[src/rtl/sm83_bus_pkg.sv]
// Shared types and constants for the SM83 memory bus controller.
// The state enum covers one M-cycle, and the helpers decode bus phases from the state.
package sm83_bus_pkg;

  localparam int WAIT_CNT_W = 4;

  typedef enum logic [2:0] {
    ST_IDLE,
    ST_T1,
    ST_T2,
    ST_WAIT,
    ST_T3,
    ST_T4
  } bus_state_t;

  // True from T1 to T3, which is the span where chip-select and write data are driven.
  function automatic logic inAccess(input bus_state_t s);
    return (s == ST_T1) || (s == ST_T2) || (s == ST_WAIT) || (s == ST_T3);
  endfunction

  function automatic logic inStrobe(input bus_state_t s);
    return (s == ST_T2) || (s == ST_WAIT) || (s == ST_T3);
  endfunction

endpackage

[src/rtl/sm83_bus_ctrl_if.sv]
// Core-request and memory-bus signal bundle for sm83_bus_ctrl.
// The slave modport is the controller's view. The master modport is the core and memory side.
interface sm83_bus_ctrl_if;
  logic        req_valid;
  logic        req_ready;
  logic        req_we;
  logic [15:0] req_addr;
  logic [7:0]  req_wdata;
  logic        rsp_valid;
  logic [7:0]  rsp_rdata;
  logic [15:0] addr;
  logic        mem_cs;
  logic        mem_oe;
  logic        mem_we;
  logic [7:0]  mem_wdata;
  logic [7:0]  mem_rdata;
  logic        busy;

  modport slave (
    input  req_valid, req_we, req_addr, req_wdata, mem_rdata,
    output req_ready, rsp_valid, rsp_rdata, addr, mem_cs, mem_oe, mem_we, mem_wdata, busy
  );

  modport master (
    output req_valid, req_we, req_addr, req_wdata, mem_rdata,
    input  req_ready, rsp_valid, rsp_rdata, addr, mem_cs, mem_oe, mem_we, mem_wdata, busy
  );
endinterface

[src/rtl/sm83_bus_ctrl.sv]
// SM83 M-cycle bus controller: IDLE/T1/T2/WAIT/T3/T4 sequencing with optional wait states.
// The strobes are decoded from the registered state only. The address and read data are held in registers.
module sm83_bus_ctrl
  import sm83_bus_pkg::*;
#(
  parameter int WAIT_STATES = 0
) (
  input  logic              clk,
  input  logic              rst_n,
  sm83_bus_ctrl_if.slave    bus
);

  bus_state_t            r_state;
  logic [WAIT_CNT_W-1:0] r_waitCnt;
  logic [15:0]           r_addr;
  logic                  r_we;
  logic [7:0]            r_wdata;
  logic [7:0]            r_rdata;

  logic w_ready;
  logic w_accept;

  assign w_ready  = (r_state == ST_IDLE) || (r_state == ST_T4);
  assign w_accept = bus.req_valid & w_ready;

  always_ff @(posedge clk or negedge rst_n) begin
    if (!rst_n) begin
      r_state   <= ST_IDLE;
      r_waitCnt <= '0;
      r_addr    <= '0;
      r_we      <= 1'b0;
      r_wdata   <= '0;
      r_rdata   <= '0;
    end else begin
      case (r_state)
        ST_IDLE, ST_T4: begin
          // T4 doubles as an accept slot, so back-to-back accesses leave no idle gap.
          if (w_accept) begin
            r_addr  <= bus.req_addr;
            r_we    <= bus.req_we;
            r_wdata <= bus.req_wdata;
            r_state <= ST_T1;
          end else begin
            r_state <= ST_IDLE;
          end
        end
        ST_T1: r_state <= ST_T2;
        ST_T2: begin
          if (WAIT_STATES > 0) begin
            r_waitCnt <= WAIT_CNT_W'(WAIT_STATES);
            r_state   <= ST_WAIT;
          end else begin
            r_state <= ST_T3;
          end
        end
        ST_WAIT: begin
          if (r_waitCnt <= WAIT_CNT_W'(1)) begin
            r_waitCnt <= '0;
            r_state   <= ST_T3;
          end else begin
            r_waitCnt <= r_waitCnt - WAIT_CNT_W'(1);
          end
        end
        ST_T3: begin
          if (!r_we) r_rdata <= bus.mem_rdata;
          r_state <= ST_T4;
        end
        default: r_state <= ST_IDLE;
      endcase
    end
  end

  assign bus.req_ready = w_ready;
  assign bus.rsp_valid = (r_state == ST_T4);
  assign bus.rsp_rdata = r_rdata;
  assign bus.addr      = r_addr;
  assign bus.mem_cs    = inAccess(r_state);
  assign bus.mem_oe    = inStrobe(r_state) & ~r_we;
  assign bus.mem_we    = inStrobe(r_state) & r_we;
  assign bus.mem_wdata = (inAccess(r_state) && r_we) ? r_wdata : 8'h00;
  assign bus.busy      = (r_state != ST_IDLE);

endmodule

[src/flat_wrapper.sv]
// flat-port wrapper written by rule: the top's interface ports become plain ports
module sm83_bus_ctrl_flat import sm83_bus_pkg::*;
#(
  parameter int WAIT_STATES = 0
)
  (clk, rst_n, bus_req_valid, bus_req_we, bus_req_addr, bus_req_wdata, bus_mem_rdata, bus_req_ready, bus_rsp_valid, bus_rsp_rdata, bus_addr, bus_mem_cs, bus_mem_oe, bus_mem_we, bus_mem_wdata, bus_busy);
  sm83_bus_ctrl_if bus_i ();
  input  logic clk;
  input  logic rst_n;
  input wire logic [$bits(bus_i.req_valid)-1:0] bus_req_valid;
  input wire logic [$bits(bus_i.req_we)-1:0] bus_req_we;
  input wire logic [$bits(bus_i.req_addr)-1:0] bus_req_addr;
  input wire logic [$bits(bus_i.req_wdata)-1:0] bus_req_wdata;
  input wire logic [$bits(bus_i.mem_rdata)-1:0] bus_mem_rdata;
  output wire logic [$bits(bus_i.req_ready)-1:0] bus_req_ready;
  output wire logic [$bits(bus_i.rsp_valid)-1:0] bus_rsp_valid;
  output wire logic [$bits(bus_i.rsp_rdata)-1:0] bus_rsp_rdata;
  output wire logic [$bits(bus_i.addr)-1:0] bus_addr;
  output wire logic [$bits(bus_i.mem_cs)-1:0] bus_mem_cs;
  output wire logic [$bits(bus_i.mem_oe)-1:0] bus_mem_oe;
  output wire logic [$bits(bus_i.mem_we)-1:0] bus_mem_we;
  output wire logic [$bits(bus_i.mem_wdata)-1:0] bus_mem_wdata;
  output wire logic [$bits(bus_i.busy)-1:0] bus_busy;
  assign bus_i.req_valid = bus_req_valid;
  assign bus_i.req_we = bus_req_we;
  assign bus_i.req_addr = bus_req_addr;
  assign bus_i.req_wdata = bus_req_wdata;
  assign bus_i.mem_rdata = bus_mem_rdata;
  assign bus_req_ready = bus_i.req_ready;
  assign bus_rsp_valid = bus_i.rsp_valid;
  assign bus_rsp_rdata = bus_i.rsp_rdata;
  assign bus_addr = bus_i.addr;
  assign bus_mem_cs = bus_i.mem_cs;
  assign bus_mem_oe = bus_i.mem_oe;
  assign bus_mem_we = bus_i.mem_we;
  assign bus_mem_wdata = bus_i.mem_wdata;
  assign bus_busy = bus_i.busy;
  sm83_bus_ctrl #(.WAIT_STATES(WAIT_STATES)) u_core (.clk(clk), .rst_n(rst_n), .bus(bus_i));
endmodule
[config.mk]
export PLATFORM = sky130hd
export DESIGN_NAME = sm83_bus_ctrl_flat
export DESIGN_NICKNAME = d
export VERILOG_FILES = /design/src/rtl/sm83_bus_pkg.sv /design/src/rtl/sm83_bus_ctrl_if.sv /design/src/rtl/sm83_bus_ctrl.sv /design/src/flat_wrapper.sv
export SDC_FILE = /design/constraint.sdc
export NUM_CORES = 1
export LEC_CHECK = 0
export BUFFER_PORTS_ARGS = -buffer_cell sky130_fd_sc_hd__buf_2
export CORE_MARGIN = 3
export CORE_UTILIZATION = 40
export DETAILED_ROUTE_END_ITERATION = 8
export PLACE_DENSITY = 0.69
export SLEW_MARGIN = 20
export SYNTH_ARGS = -nofsm -noshare
export SYNTH_HDL_FRONTEND = slang
export SYNTH_SLANG_ARGS = --single-unit
[constraint.sdc]
create_clock -name clk -period 1.8 [get_ports clk]
set_input_delay 0.27 -clock clk [delete_from_list [all_inputs] [get_ports clk]]
set_output_delay 0.27 -clock clk [all_outputs]
set_load 0.02 [all_outputs]
Word level (Yosys, flattened, before mapping) --
Index checks and enable logic that the tools add are counted.
Operators by class: add/subtract/negate cells 1, magnitude comparators 1, eq/ne operators 6, muxes and demuxes 5, bitwise gates (word level) 4, reductions and logical operators 12
Operators with widths (count):
- $pmux W3 S5 | 1
- $mux W8 | 1
- $eq A3 B2 Y1 const B | 2
- $eq A3 B3 Y1 const B | 2
- $logic_or A1 B1 Y1 | 6
- $le A4 B1 Y1 const B | 1
- $mux W4 | 1
- $reduce_and A2 Y1 | 2
- $sub A4 B1 Y4 const B | 1
- $and A1 B1 Y1 | 3
- $eq A3 B1 Y1 const B | 1
- $logic_not A3 Y1 | 1
- $mux W3 | 1
- $reduce_bool A3 Y1 | 1
- $ne A2 B1 Y1 const B | 1
- $reduce_or A2 Y1 | 1
- $logic_and A1 B1 Y1 | 1
- $mux W1 | 1
- $not A1 Y1 | 1
Storage, ports and cells: flip-flop bits (word level) 40, output and inout port bits 38, logic and storage cells 35

Depth between registers and ports, before layout --
Gate-level depths: netlist of run 1.
depth after elaboration 6, mapped depth 5, mapped depth without buffers 5

Worst setup path before layout of run 1 --
OpenSTA, ideal clock, no wires.
kind flip-flop to output port, start register u_core.r_state[0], end output port bus_mem_wdata[0], data arrival time 1.511 ns, path slack 0.019 ns, cell stages (with the launch flop) 5, path through dfrtp_1 -> buf_4 -> or3_1 -> and3_1 -> and2_1
On the way: cells in the longest elaborated chain, start to end 6
Ends and longest elaborated chain:
- from (decl) | line sm83_bus_ctrl.sv:13 | bus_state_t r_state;
- from (signal assigned) | line sm83_bus_ctrl.sv:28 | r_state <= ST_IDLE;
- from (signal assigned) | line sm83_bus_ctrl.sv:42 | r_state <= ST_T1;
- from (signal assigned) | line sm83_bus_ctrl.sv:44 | r_state <= ST_IDLE;
- $eq A3 B1 Y1 / $eq A3 B2 Y1 (equally long branches) | line sm83_bus_pkg.sv:18 | return (s == ST_T1) || (s == ST_T2) || (s == ST_WAIT) || (s == ST_T3);
- $logic_or A1 B1 Y1 (2 in series) | line sm83_bus_pkg.sv:18
- $logic_or A1 B1 Y1 * | line sm83_bus_pkg.sv:18
- $logic_and A1 B1 Y1 * | line sm83_bus_ctrl.sv:80 | assign bus.mem_wdata = (inAccess(r_state) && r_we) ? r_wdata : 8'h00;
- $mux W8 * | line sm83_bus_ctrl.sv:80
- to (decl) | line flat_wrapper.sv:22 | output wire logic [$bits(bus_i.mem_wdata)-1:0] bus_mem_wdata;
Mark *: on every way between the ends. The rest lies on a longest branch, timed or not.

Worst setup path after layout of run 1 --
start register u_core.r_state[0], end output port bus_mem_wdata[1]
Same word-level chain as after synthesis.

==> metrics.cfg, run 1 <==
[run_status]
status=finished, violations left
violations=setup timing

[hold_path]
hold_end=u_core.r_we
min_path_type=in -> reg
min-delay-start=bus_req_we
holdPathStages=2

[timing]
clock_skew_ns=0.00942
slew_violations=0
setup_viol=8
worst_slew_pin_slew_ns=0.541
period_needed_ns=1.83
rsz0062_at_grt=yes
fin_setup_tns_ns=-0.237
timing.final.hold_violations=0
maxSlewHeadroom=0.639
fmax_mhz=546
fin_ws_ns=-0.0326
timing.final.crit_share=1.02

[floorplanning]
die_w_um=71.8
core_area_um2=4090
io_pins=74
design.die.area_um2=5150
die_h_um=71.8
start_util=0.423
rows=23

[cells_and_area]
utilization=0.596
drive_above_1_share=0.653
antenna_cells=0
nets=250
area_growth_pct=40.9
fillers=341
post-route-cell-area_um2=2440

[yosys]
synth_edf_count=0
syn_nets=163
synth_warnings=0
ys_top_cells_by_count=dfrtp_1, mux2_2, and2_1
synthCells=125
async_flop_share=1.00
yosysTopAreaCell=dfrtp_1
synth.most_common_cell=dfrtp_1
ys.flop_type=dfrtp_1
synth-seq-cells=40
synth_area_leaders=dfrtp_1, mux2_2, and2_1
yosysTopAreaCellShare=0.578
seq_area_frac_synth=0.578
syn_area_um2=1730
yosysUniqueCellTypes=29
syn_area_per_cell_um2=13.8

[placement]
portBuffers=73
placed_area_um2=2180
place_congestion=0.748
dp_slack_ns=0.0829
place_hpwl_mm=2.87

[routing]
top_layer=met4
drt-total-wl_mm=3.76
drc=0
met2_length_mm=1.93
vias_per_cell=4.92
wl_met3_um=320
drt_first_pass_iters=2
dr_total_vias=1294
final_antenna_net_count=0
m1WireLength_mm=1.49
drt_iter0_drc=23
wire_per_inst_um=14.3

[setup_path]
cp_data_arrival_time_ns=1.56
end_kind=primary output
timing.rr.end=u_core.bus.addr[9]
required_ns=1.53
r2r_cells=5
reg2reg_from=u_core.r_state[2]
r2r_slack_ns=0.12
cp-start-kind=flip-flop
criticalPathCategory=reg -> out
crit_path_max_fanout=8

[grt]
antenna_found_initial=0
grt_max_degree=24
grt_usage=0.155
overflow=0
grt_pass1_vias=1421
grt_pass1_wl_mm=6.24

[clock_tree]
cts_tree=yes
clock-sinks=40
clock_latency_ns=0.29
h-tree-depth=2
clkTransAtPathRegs_ns=0.08
numCtsBuffers=5
cts_buffer_depth=2
cts-root-buf=clkbuf_8

[run]
drv_cap=0

[pwr]
power.leakage_uw=0.00119
power_uw=4920
pwr_density_cell_nw_per_um2=2020
peakVddDrop_mv=0.940

==> cells by family after synthesis <==
kind of cell	Yosys count	share of synthesized area
flip-flops	40	0.578
AO/OA/AOI/OAI	7	0.0246
adder cells (fa/ha/maj)	2	0.0145
AND/OR/NAND/NOR	32	0.121
XOR/XNOR	1	0.00506
buffers and inverters	8	0.0289
multiplexers	35	0.227
==> worst max-delay path, stage by stage (launching register included) <==
cell	delay, ns
dfrtp_1	0.40
or3_4	0.38
and3_4	0.22
and2_4	0.14
buf_6	0.12
==> final cells by class <==
| cell class | count | area (um^2) | area share |
|---|---|---|---|
| repair buffers | 84 | 515 | 0.211 |
| clock inverters | 2 | 35.0 | 0.0144 |
| flip-flops and latches | 40 | 1000 | 0.411 |
| multi-input cells | 77 | 734 | 0.301 |
| inverters | 4 | 15.0 | 0.00616 |
| well taps | 50 | 62.6 | 0.0257 |
| clock buffers | 6 | 72.6 | 0.0298 |
==> worst max-delay path by stage <==
| stage | to | startpoint | slack [ns] |
|---|---|---|---|
| 2_1_floorplan | bus_mem_wdata[0] | u_core.r_state[0] | 0.02 |
| 3_3_place_gp | u_core.r_state[0] | u_core.r_waitCnt[0] | 0.14 |
| 3_5_place_dp | u_core.r_state[0] | u_core.r_waitCnt[0] | 0.08 |
| 4_1_cts | bus_mem_wdata[1] | u_core.r_state[0] | -0.03 |
| 5_1_grt | bus_mem_wdata[0] | u_core.r_state[0] | -0.08 |
| 6_report | bus_mem_wdata[1] | u_core.r_state[0] | -0.03 |
==> per-stage QoR <==
stage / hold slack [ns] / cells
floorplan: -0.0256 / 125
global placement: 0.263 / 250
detailed placement: 0.291 / 250
CTS: 0.187 / 262
global route: 0.200 / 263
finish: 0.212 / 263
==> layer usage <==
metal,vias to the layer above,GRT usage
met5,-,0
met4,0,0.0459
met3,4,0.0533
met2,57,0.280
met1,627,0.170
li1,606,-
==> where the power goes <==
| part | switching, uW | internal, uW |
|---|---|---|
| clock network | 296 | 411 |
| logic | 1350 | 1310 |
| registers | 229 | 1320 |
==> layout by cell type, fill, tap and decap left out, drive strengths merged <==
master,netlist,layout
bufinv,0,1
o2bb2ai,1,1
buf,4,83
mux2i,1,1
and3,1,1
nor3b,2,2
xor2,1,1
a21oi,1,1
or3,1,1
nor2,5,5
nand2b,1,1
dfrtp,40,40
nor2b,3,3
o21ai,4,4
nor3,1,1
nor4,1,1
ha,2,2
clkbuf,0,6
nand3b,1,1
inv,4,4
nand3,1,1
dlygate4sd3,0,1
clkinv,0,1
and2,9,9
nand2,4,4
nor4b,1,1
mux2,34,34
or3b,1,1
o311ai,1,1
==> what timing repair did <==
item,CTS,global route
hold buffers,1,0
gates resized for setup,31,6
endpoints found under the hold margin,22,0
setup buffers,3,1
pin swaps,9,3
setup endpoints to repair,10,11
==> flip-flops by register name, indices dropped and copies added (netlist names) <==
name	flops
u_core.r_waitCnt	4
u_core.r_wdata	8
u_core.r_we	1
u_core.bus.addr	16
u_core.bus.rsp_rdata	8
u_core.r_state	3
No activity file was read; power rests on OpenSTA's default activity.
==> inputs of run 2 (changes only) <==
MAX_ROUTING_LAYER = met4   (was unset)
==> run 2 against run 1 <==
Non-clock buffer count stayed put. Fmax is 0.16% lower. Final cell count stayed put. Largest power group unchanged. Flip-flop and latch count stayed put. The run still ends with setup timing left.
==> metrics.cfg, run 2 (synthesized netlist as in run 1, its figures left out) <==
[setup_path]
r2r_cells=5
r2r_slack_ns=0.12
cp-start-kind=flip-flop
end_kind=primary output
critPathMaxStageDelay_ns=0.40
worst-path-stages=4
timing.rr.end=u_core.bus.addr[9]
slowest_stage=dfrtp_1
criticalPathCategory=reg -> out
critPathBufInv=1
reg2reg_from=u_core.r_state[2]
crit_path_start=u_core.r_state[0]
cp_data_arrival_time_ns=1.57
critical_path.cell_chain=or3_4, and3_4, and2_4, buf_6
required_ns=1.53
crit_path_max_fanout=8
cp_top_family=simple AND/OR/NAND/NOR gates
endpoint=bus_mem_wdata[1]

[clock_tree]
clock-sinks=40
cts-root-buf=clkbuf_8
cts_tree=yes
cts_buffer_depth=2
clock_latency_ns=0.29
h-tree-depth=2
numCtsBuffers=5
clkTransAtPathRegs_ns=0.08

[pwr]
pwr_density_cell_nw_per_um2=2020
peakVddDrop_mv=0.940
power.leakage_uw=0.00119

[timing]
maxSlewHeadroom=0.639
rsz0062_at_grt=yes
worst_slew_pin_slew_ns=0.542
fin_ws_ns=-0.0356
period_needed_ns=1.84
clock_skew_ns=0.00929
timing.final.hold_violations=0
slew_violations=0
fmax_mhz=545
setup_viol=8
timing.final.crit_share=1.02

[grt]
grt_pass1_wl_mm=6.22
antenna_found_initial=0
grt_pass1_vias=1429
grt_max_degree=24
overflow=0
grt_usage=0.159

[routing]
drt-total-wl_mm=3.77
drt_first_pass_iters=2
dr_total_vias=1288
drc=0
vias_per_cell=4.90
drt_iter0_drc=26
wire_per_inst_um=14.3
final_antenna_net_count=0

[run_status]
status=finished, violations left
violations=setup timing

[floorplanning]
rows=23
start_util=0.423
design.die.area_um2=5150
io_pins=74
core_area_um2=4090
die_h_um=71.8
die_w_um=71.8

[placement]
dp.cells=250
placed_area_um2=2180
dp_slack_ns=0.0829
place_hpwl_mm=2.87
place_congestion=0.757
portBuffers=73

[cells_and_area]
finalNonFillerCells=263
final_common_cell=buf_2
drive_above_1_share=0.653
final_cell_mix=buf_2, dfrtp_1, mux2_2
post-route-cell-area_um2=2440
antenna_cells=0
area_growth_pct=40.9
utilization=0.596
largest_register_ffs=16
nets=250

[run]
drv_cap=0

[hold_path]
min_path_type=in -> reg

-- run 2: per-stage QoR --
step	hold WS, ns	TNS [ns]	power [uW]
final	0.212	-0.261	4920
after floorplan	-0.0256	0	3150
after detailed placement	0.291	0	3890
after global placement	0.263	0	3770
after global routing	0.200	-0.599	5220
after CTS	0.187	-0.222	4900
-- run 2: how the worst min path moves through the flow --
stage                                    end  slack (ns)             start  cells after the start
after global placement     u_core.r_wdata[3]        0.26             rst_n                      1
final                            u_core.r_we        0.21        bus_req_we                      2
after detailed placement   u_core.r_wdata[6]        0.29             rst_n                      1
after floorplan           u_core.bus.addr[0]       -0.03             rst_n                      0
after global routing      u_core.bus.addr[3]        0.20   bus_req_addr[3]                      2
after CTS                  u_core.r_wdata[2]        0.19  bus_req_wdata[2]                      2
-- run 2: timing repair --
| item | in CTS | in global routing |
|---|---|---|
| hold buffers | 1 | 0 |
| gates resized for setup | 31 | 6 |
| setup endpoints to repair | 10 | 11 |
| setup buffers | 3 | 1 |
| gates cloned | 0 | 0 |
| endpoints found under the hold margin | 22 | 0 |
| pin swaps | 9 | 3 |
-- run 2: cell type report --
class / count / area [um^2]
Clock buffer: 6 / 72.6
Clock inverter: 2 / 35.0
Fill cell: 341 / 1650
Inverter: 4 / 15.0
Multi-Input combinational cell: 77 / 734
Sequential cell: 40 / 1000
Tap cell: 50 / 62.6
Timing Repair Buffer: 84 / 515
-- run 2: report_power, final --
| group | internal [uW] | switching (uW) | leakage, uW |
|---|---|---|---|
| sequential | 1320 | 229 | 0.000481 |
| combinational | 1310 | 1350 | 0.000650 |
| clock | 411 | 296 | 0.0000552 |
-- run 2: metal layers --
metal,up-vias,global-route usage,wire length [um]
met5,-,-,0
li1,604,-,-
met4,0,0.0459,34
met2,57,0.281,1940
met3,5,0.0519,318
met1,622,0.169,1470
